## src/rtl/seq_detector_param_if.sv

```systemverilog
// Symbol-stream bundle for seq_detector_param.
// Carries the qualified symbol input and run-time configuration in one direction,
// and the match pulse, fill level and match count in the other.
interface seq_detector_param_if #(
    parameter int SYM_W  = 2,
    parameter int DEPTH  = 3,
    parameter int CNT_W  = 8,
    parameter int FILL_W = $clog2(DEPTH + 1)
);
    logic [SYM_W-1:0]       x;
    logic                   in_valid;
    logic [DEPTH*SYM_W-1:0] pattern;
    logic                   overlap;
    logic                   z;
    logic [FILL_W-1:0]      pS;
    logic [CNT_W-1:0]       match_count;

    // The source side drives symbols and configuration.
    modport master (
        output x, in_valid, pattern, overlap,
        input  z, pS, match_count
    );

    // The detector side consumes symbols and reports matches.
    modport slave (
        input  x, in_valid, pattern, overlap,
        output z, pS, match_count
    );
endinterface

```

## src/rtl/seq_detector_param.sv

```systemverilog
// Parametrised sequence detector.
// Shifts SYM_W-bit symbols into a DEPTH-symbol history and pulses z for one cycle
// on the edge that accepts the last symbol of a match against 'pattern'.
// Optional feature macro SEQDET_COUNT_EN: when defined, a saturating match
// counter is built; otherwise match_count is tied to zero.
module seq_detector_param #(
    parameter int SYM_W  = 2,
    parameter int DEPTH  = 3,
    parameter int CNT_W  = 8,
    parameter int FILL_W = $clog2(DEPTH + 1)
) (
    input logic                 clock,
    input logic                 clear,
    seq_detector_param_if.slave bus
);

    logic [DEPTH*SYM_W-1:0] hist;
    logic [DEPTH*SYM_W-1:0] window;
    logic [FILL_W-1:0]      fill;
    logic [FILL_W-1:0]      fill_next;
    logic                   z_reg;
    logic                   hit;

    // The window is the history as it would look after accepting x; it is both
    // the compare operand and the next history value.
    generate
        if (DEPTH == 1) begin : g_single
            assign window = bus.x;
        end else begin : g_multi
            assign window = {hist[(DEPTH-1)*SYM_W-1:0], bus.x};
        end
    endgenerate

    // Match only counts once enough live symbols are held; the fill level masks
    // stale history left behind after a non-overlapping restart.
    always_comb begin
        hit = 1'b0;
        if (bus.in_valid && (fill >= FILL_W'(DEPTH - 1)) && (window == bus.pattern)) begin
            hit = 1'b1;
        end
    end

    // Next fill level: restart on a non-overlapping match, pin full on an
    // overlapping one, otherwise count up and saturate at DEPTH.
    always_comb begin
        fill_next = fill;
        if (bus.in_valid) begin
            if (hit) begin
                fill_next = bus.overlap ? FILL_W'(DEPTH) : '0;
            end else if (fill >= FILL_W'(DEPTH)) begin
                fill_next = FILL_W'(DEPTH);
            end else begin
                fill_next = fill + 1'b1;
            end
        end
    end

    // History, fill level and the registered match pulse.
    always_ff @(posedge clock or posedge clear) begin
        if (clear) begin
            hist  <= '0;
            fill  <= '0;
            z_reg <= 1'b0;
        end else begin
            z_reg <= hit;
            fill  <= fill_next;
            if (bus.in_valid) begin
                hist <= window;
            end
        end
    end

    assign bus.z  = z_reg;
    assign bus.pS = fill;

`ifdef SEQDET_COUNT_EN
    logic [CNT_W-1:0] count;

    // Saturating match counter; holds at all-ones instead of wrapping.
    always_ff @(posedge clock or posedge clear) begin
        if (clear) begin
            count <= '0;
        end else if (hit && (count != {CNT_W{1'b1}})) begin
            count <= count + 1'b1;
        end
    end

    assign bus.match_count = count;
`else
    assign bus.match_count = '0;
`endif

endmodule
```

## src/flat_wrapper.sv

```systemverilog
// flat-port wrapper written by rule: the top's interface ports become plain ports
module seq_detector_param_flat 
#(
    parameter int SYM_W  = 2,
    parameter int DEPTH  = 3,
    parameter int CNT_W  = 8,
    parameter int FILL_W = $clog2(DEPTH + 1)
)
  (clock, clear, bus_x, bus_in_valid, bus_pattern, bus_overlap, bus_z, bus_pS, bus_match_count);
  seq_detector_param_if #(.SYM_W(SYM_W), .DEPTH(DEPTH), .CNT_W(CNT_W), .FILL_W(FILL_W)) bus_i ();
  input logic clock;
  input logic clear;
  input wire logic [$bits(bus_i.x)-1:0] bus_x;
  input wire logic [$bits(bus_i.in_valid)-1:0] bus_in_valid;
  input wire logic [$bits(bus_i.pattern)-1:0] bus_pattern;
  input wire logic [$bits(bus_i.overlap)-1:0] bus_overlap;
  output wire logic [$bits(bus_i.z)-1:0] bus_z;
  output wire logic [$bits(bus_i.pS)-1:0] bus_pS;
  output wire logic [$bits(bus_i.match_count)-1:0] bus_match_count;
  assign bus_i.x = bus_x;
  assign bus_i.in_valid = bus_in_valid;
  assign bus_i.pattern = bus_pattern;
  assign bus_i.overlap = bus_overlap;
  assign bus_z = bus_i.z;
  assign bus_pS = bus_i.pS;
  assign bus_match_count = bus_i.match_count;
  seq_detector_param #(.SYM_W(SYM_W), .DEPTH(DEPTH), .CNT_W(CNT_W), .FILL_W(FILL_W)) u_core (.clock(clock), .clear(clear), .bus(bus_i));
endmodule
```

## config.mk

```make
export PLATFORM = sky130hd
export DESIGN_NAME = seq_detector_param_flat
export DESIGN_NICKNAME = d
export VERILOG_FILES = /design/src/rtl/seq_detector_param_if.sv /design/src/rtl/seq_detector_param.sv /design/src/flat_wrapper.sv
export SDC_FILE = /design/constraint.sdc
export NUM_CORES = 1
export LEC_CHECK = 0
export CORE_AREA = 2 2 39 41
export CTS_BUF_LIST = sky130_fd_sc_hd__clkbuf_16
export CTS_CLUSTER_SIZE = 40
export DETAILED_ROUTE_END_ITERATION = 6
export DIE_AREA = 0 0 41 43
export PLACE_DENSITY = 0.67
export RECOVER_POWER = 100
export SYNTH_ARGS = -nofsm -noshare
export SYNTH_HDL_FRONTEND = slang
export SYNTH_SLANG_ARGS = --single-unit
```

## constraint.sdc

```tcl
create_clock -name clock -period 1.3 [get_ports clock]
set_input_delay 0.325 -clock clock [delete_from_list [all_inputs] [get_ports clock]]
set_output_delay 0.325 -clock clock [all_outputs]
set_load 0.01 [all_outputs]
```

==> impl_metrics.csv <==
group,metric,value,unit
status,run_status,"completed",
global_route,wire_length_of_the_first_global_routing_pass,1090,um
power,power.density_cell_area,1389,mW/mm2
synthesis,synthesis.area,410.4,um2
setup_path,crit_path_end_kind,"flip-flop",
route,detailedRoute.firstPassIterationCount,2,
timing,hold_viol,0,
clock_network,cts_setup_buffers,0,
global_route,antenna_found_initial,0,
floorplanning,die-area,0.001763,mm2
setup_path,start_kind,"primary input",
clock_network,cts_made_buffers,3,
synthesis,synth_area_leader_cell,"sky130_fd_sc_hd__dfrtp_1",
route,post_drt_via_cell_ratio,4.068,
clock_network,clk_latency,0.23,ns
placement,buffer_ports.inserted,14,
synthesis,synth.distinct_cells,16,
synthesis,seq_area_frac_synth,42.68,%
clock_network,cts_tree,"built",
floorplanning,dieWidth,41,um
placement,detailedPlacementHpwl,511.4,um
synthesis,netlist_instances,38,
power,leak_pwr,0.2973,nW
route,route.final.wire_length,664,um
placement,gpl.final_weighted_congestion,0.6910,
synthesis,ys_top_cells_by_area,"sky130_fd_sc_hd__dfrtp_1 43%, sky130_fd_sc_hd__buf_4 15%, sky130_fd_sc_hd__mux2_2 11%",
global_route,number_of_global_route_vias_before_repair,263,
route,vias,297,
floorplanning,boundaryPins,23,
timing,final_min_period_over_clock_period,96.24,%
synthesis,syn_area_per_cell,10.80,um2
global_route,grt_start_max_net_pins,11,
synthesis,synth_seq_cells,7,
min_path,worst_hold_path_type,"in2reg",
synthesis,count_of_synthesis_stage_warnings_from_yosys,0,
final_layout,number_of_flip_flops_in_the_largest_register,4,
clock_network,cts.sink_count,7,
route,post_route_drc,0,
global_route,globalRoute.totalOverflow,0,
clock_network,clock_tree.htree_level_count,1,
floorplanning,die_height,43,um
power,ir_drop,0.6532,mV
timing,maximum_clock_rate,0.7993,GHz
floorplanning,initial_core_util,29.66,%
clock_network,clk_pin_slew_worst_paths,0.04,ns
final_layout,finish.instance_area,626.9,um2
route,antenna_violating_nets_post_route,0,
timing,skew,0.0008275,ns
timing,setup_ws,0.04892,ns
final_layout,drive_above_1_share,19.30,%
final_layout,areaGrowthSynthToFinish,52.74,%
final_layout,antennaDiodeCount,0,
synthesis,dominantRegCellSynth,"sky130_fd_sc_hd__dfrtp_1",
setup_path,timing_worst_setup_path_type,"in2reg",
setup_path,arrival,1.35,ns
clock_network,cts.hold.buffers_added,0,
global_route,global_route.usage.total,10.32,%
synthesis,synth_top_area_share,42.68,%
setup_path,critPathRequiredTime,1.40,ns
setup_path,critPathMaxFanout,3,
timing,rsz0062_at_grt,"false",
floorplanning,floorplan.rows,14,
floorplanning,design.core.area,0.001384,mm2
placement,placed_cell_area,554.3,um2
clock_network,cts_root_buffer,"sky130_fd_sc_hd__clkbuf_16",
placement,dpl_worst_slack,-0.2513,ns
route,drt-initial-drc-count,2,
timing,report.final.slew_viol_count,0,
synthesis,post_synth_edffs,0,
timing,period_minus_slack,1.251,ns
timing,setup_viol,0,
route,post_drt_wl_per_cell,9.096,um
flow_run,drv_cap,0,
synthesis,synthMostInstantiatedCell,"sky130_fd_sc_hd__buf_4",
clock_network,max-clock-path-buffers,2,
synthesis,synth.cells.most_frequent,"8 x sky130_fd_sc_hd__buf_4, 7 x sky130_fd_sc_hd__dfrtp_1, 4 x sky130_fd_sc_hd__mux2_2, 3 x sky130_fd_sc_hd__xnor2_1, 3 x sky130_fd_sc_hd__xor2_1",
final_layout,fin_nets,70,
synthesis,synth_async_sr_flop_share,100.0,%
-- stage by stage --
stage / hold slack (ns) / TNS (ns) / std cells / power, mW / util, %
after CTS: 0.3273 / 0 / 73 / 0.8846 / 45.12
after floorplan: 0.1284 / 0 / 45 / 0.3327 / -
after global routing: 0.4196 / 0 / 73 / 0.9102 / 45.30
after detailed placement: 0.5188 / -1.133 / 69 / 0.3680 / 40.05
final: 0.3952 / 0 / 73 / 0.8705 / 45.30
after global placement: 0.5130 / -1.097 / 69 / 0.3671 / 40.05
-- logic make-up after synthesis --
group | after synthesis | share of synthesized area, %
AND/OR/NAND/NOR | 5 | 9.454
other | 1 | 0.9138
AO/OA/AOI/OAI | 4 | 5.485
flip-flops | 7 | 42.68
buffers and inverters | 11 | 17.68
XOR/XNOR | 6 | 12.81
multiplexers | 4 | 10.97
-- worst max-delay path, cell delays in order --
cell and delay [ns]:
sky130_fd_sc_hd__clkdlybuf4s50_1 0.41, sky130_fd_sc_hd__xor2_1 0.17, sky130_fd_sc_hd__nor4_2 0.31, sky130_fd_sc_hd__a31oi_1 0.13
-- path summary, 6_finish.rpt --
check / endpoint / slack, ns / start / cells after the start
max: u_core.bus.pS[0]$_DFFE_PP0P_ / 0.05 / bus_pattern[5] / 4
min: u_core.hist[0]$_DFFE_PP0P_ / 0.40 / bus_x[0] / 2
max reg2reg: u_core.bus.pS[0]$_DFFE_PP0P_ / 0.15 / u_core.hist[2]$_DFFE_PP0P_ / 4
min reg2reg: u_core.hist[3]$_DFFE_PP0P_ / 0.52 / u_core.hist[3]$_DFFE_PP0P_ / 1
max in group asynchronous: u_core.hist[0]$_DFFE_PP0P_ / 0.63 / clear / 2
min in group asynchronous: u_core.bus.pS[0]$_DFFE_PP0P_ / 0.46 / clear / 2
-- cell type report --
type | count | area (um2)
Clock buffer | 3 | 75.07
Clock inverter | 1 | 3.754
Fill cell | 143 | 757.0
Inverter | 2 | 7.507
Multi-Input combinational cell | 27 | 188.9
Sequential cell | 7 | 175.2
Tap cell | 16 | 20.02
Timing Repair Buffer | 17 | 156.4
-- cell usage in the layout, fill, tap and decap left out, drive strengths merged, types with 2 or more instances in the layout --
| master | synthesis | routed |
|---|---|---|
| a31oi | 2 | 2 |
| buf | 9 | 2 |
| clkbuf | 0 | 4 |
| clkdlybuf4s50 | 0 | 4 |
| conb | 1 | 8 |
| dfrtp | 7 | 7 |
| dlygate4sd2 | 0 | 7 |
| dlymetal6s2s | 0 | 2 |
| inv | 2 | 3 |
| mux2 | 4 | 4 |
| xnor2 | 3 | 3 |
| xor2 | 3 | 3 |
-- per-layer routing --
layer	routed length [um]	global-route usage, %
met5	0	0
met4	19	8.000
met3	80	6.283
met2	289	13.44
met1	274	11.55
-- what timing repair did --
item	CTS	global route
pin swaps	7	3
gates resized for setup	7	2
cloned	0	0
setup endpoints to repair	5	3
-- where the power goes --
part | total [mW] | switching (mW) | internal [mW]
Clock | 0.514 | 0.115 | 0.400
Sequential | 0.249 | 0.0119 | 0.237
Combinational | 0.107 | 0.0475 | 0.0597
Total | 0.871 | 0.174 | 0.696
(Power assumes the default switching activity.)
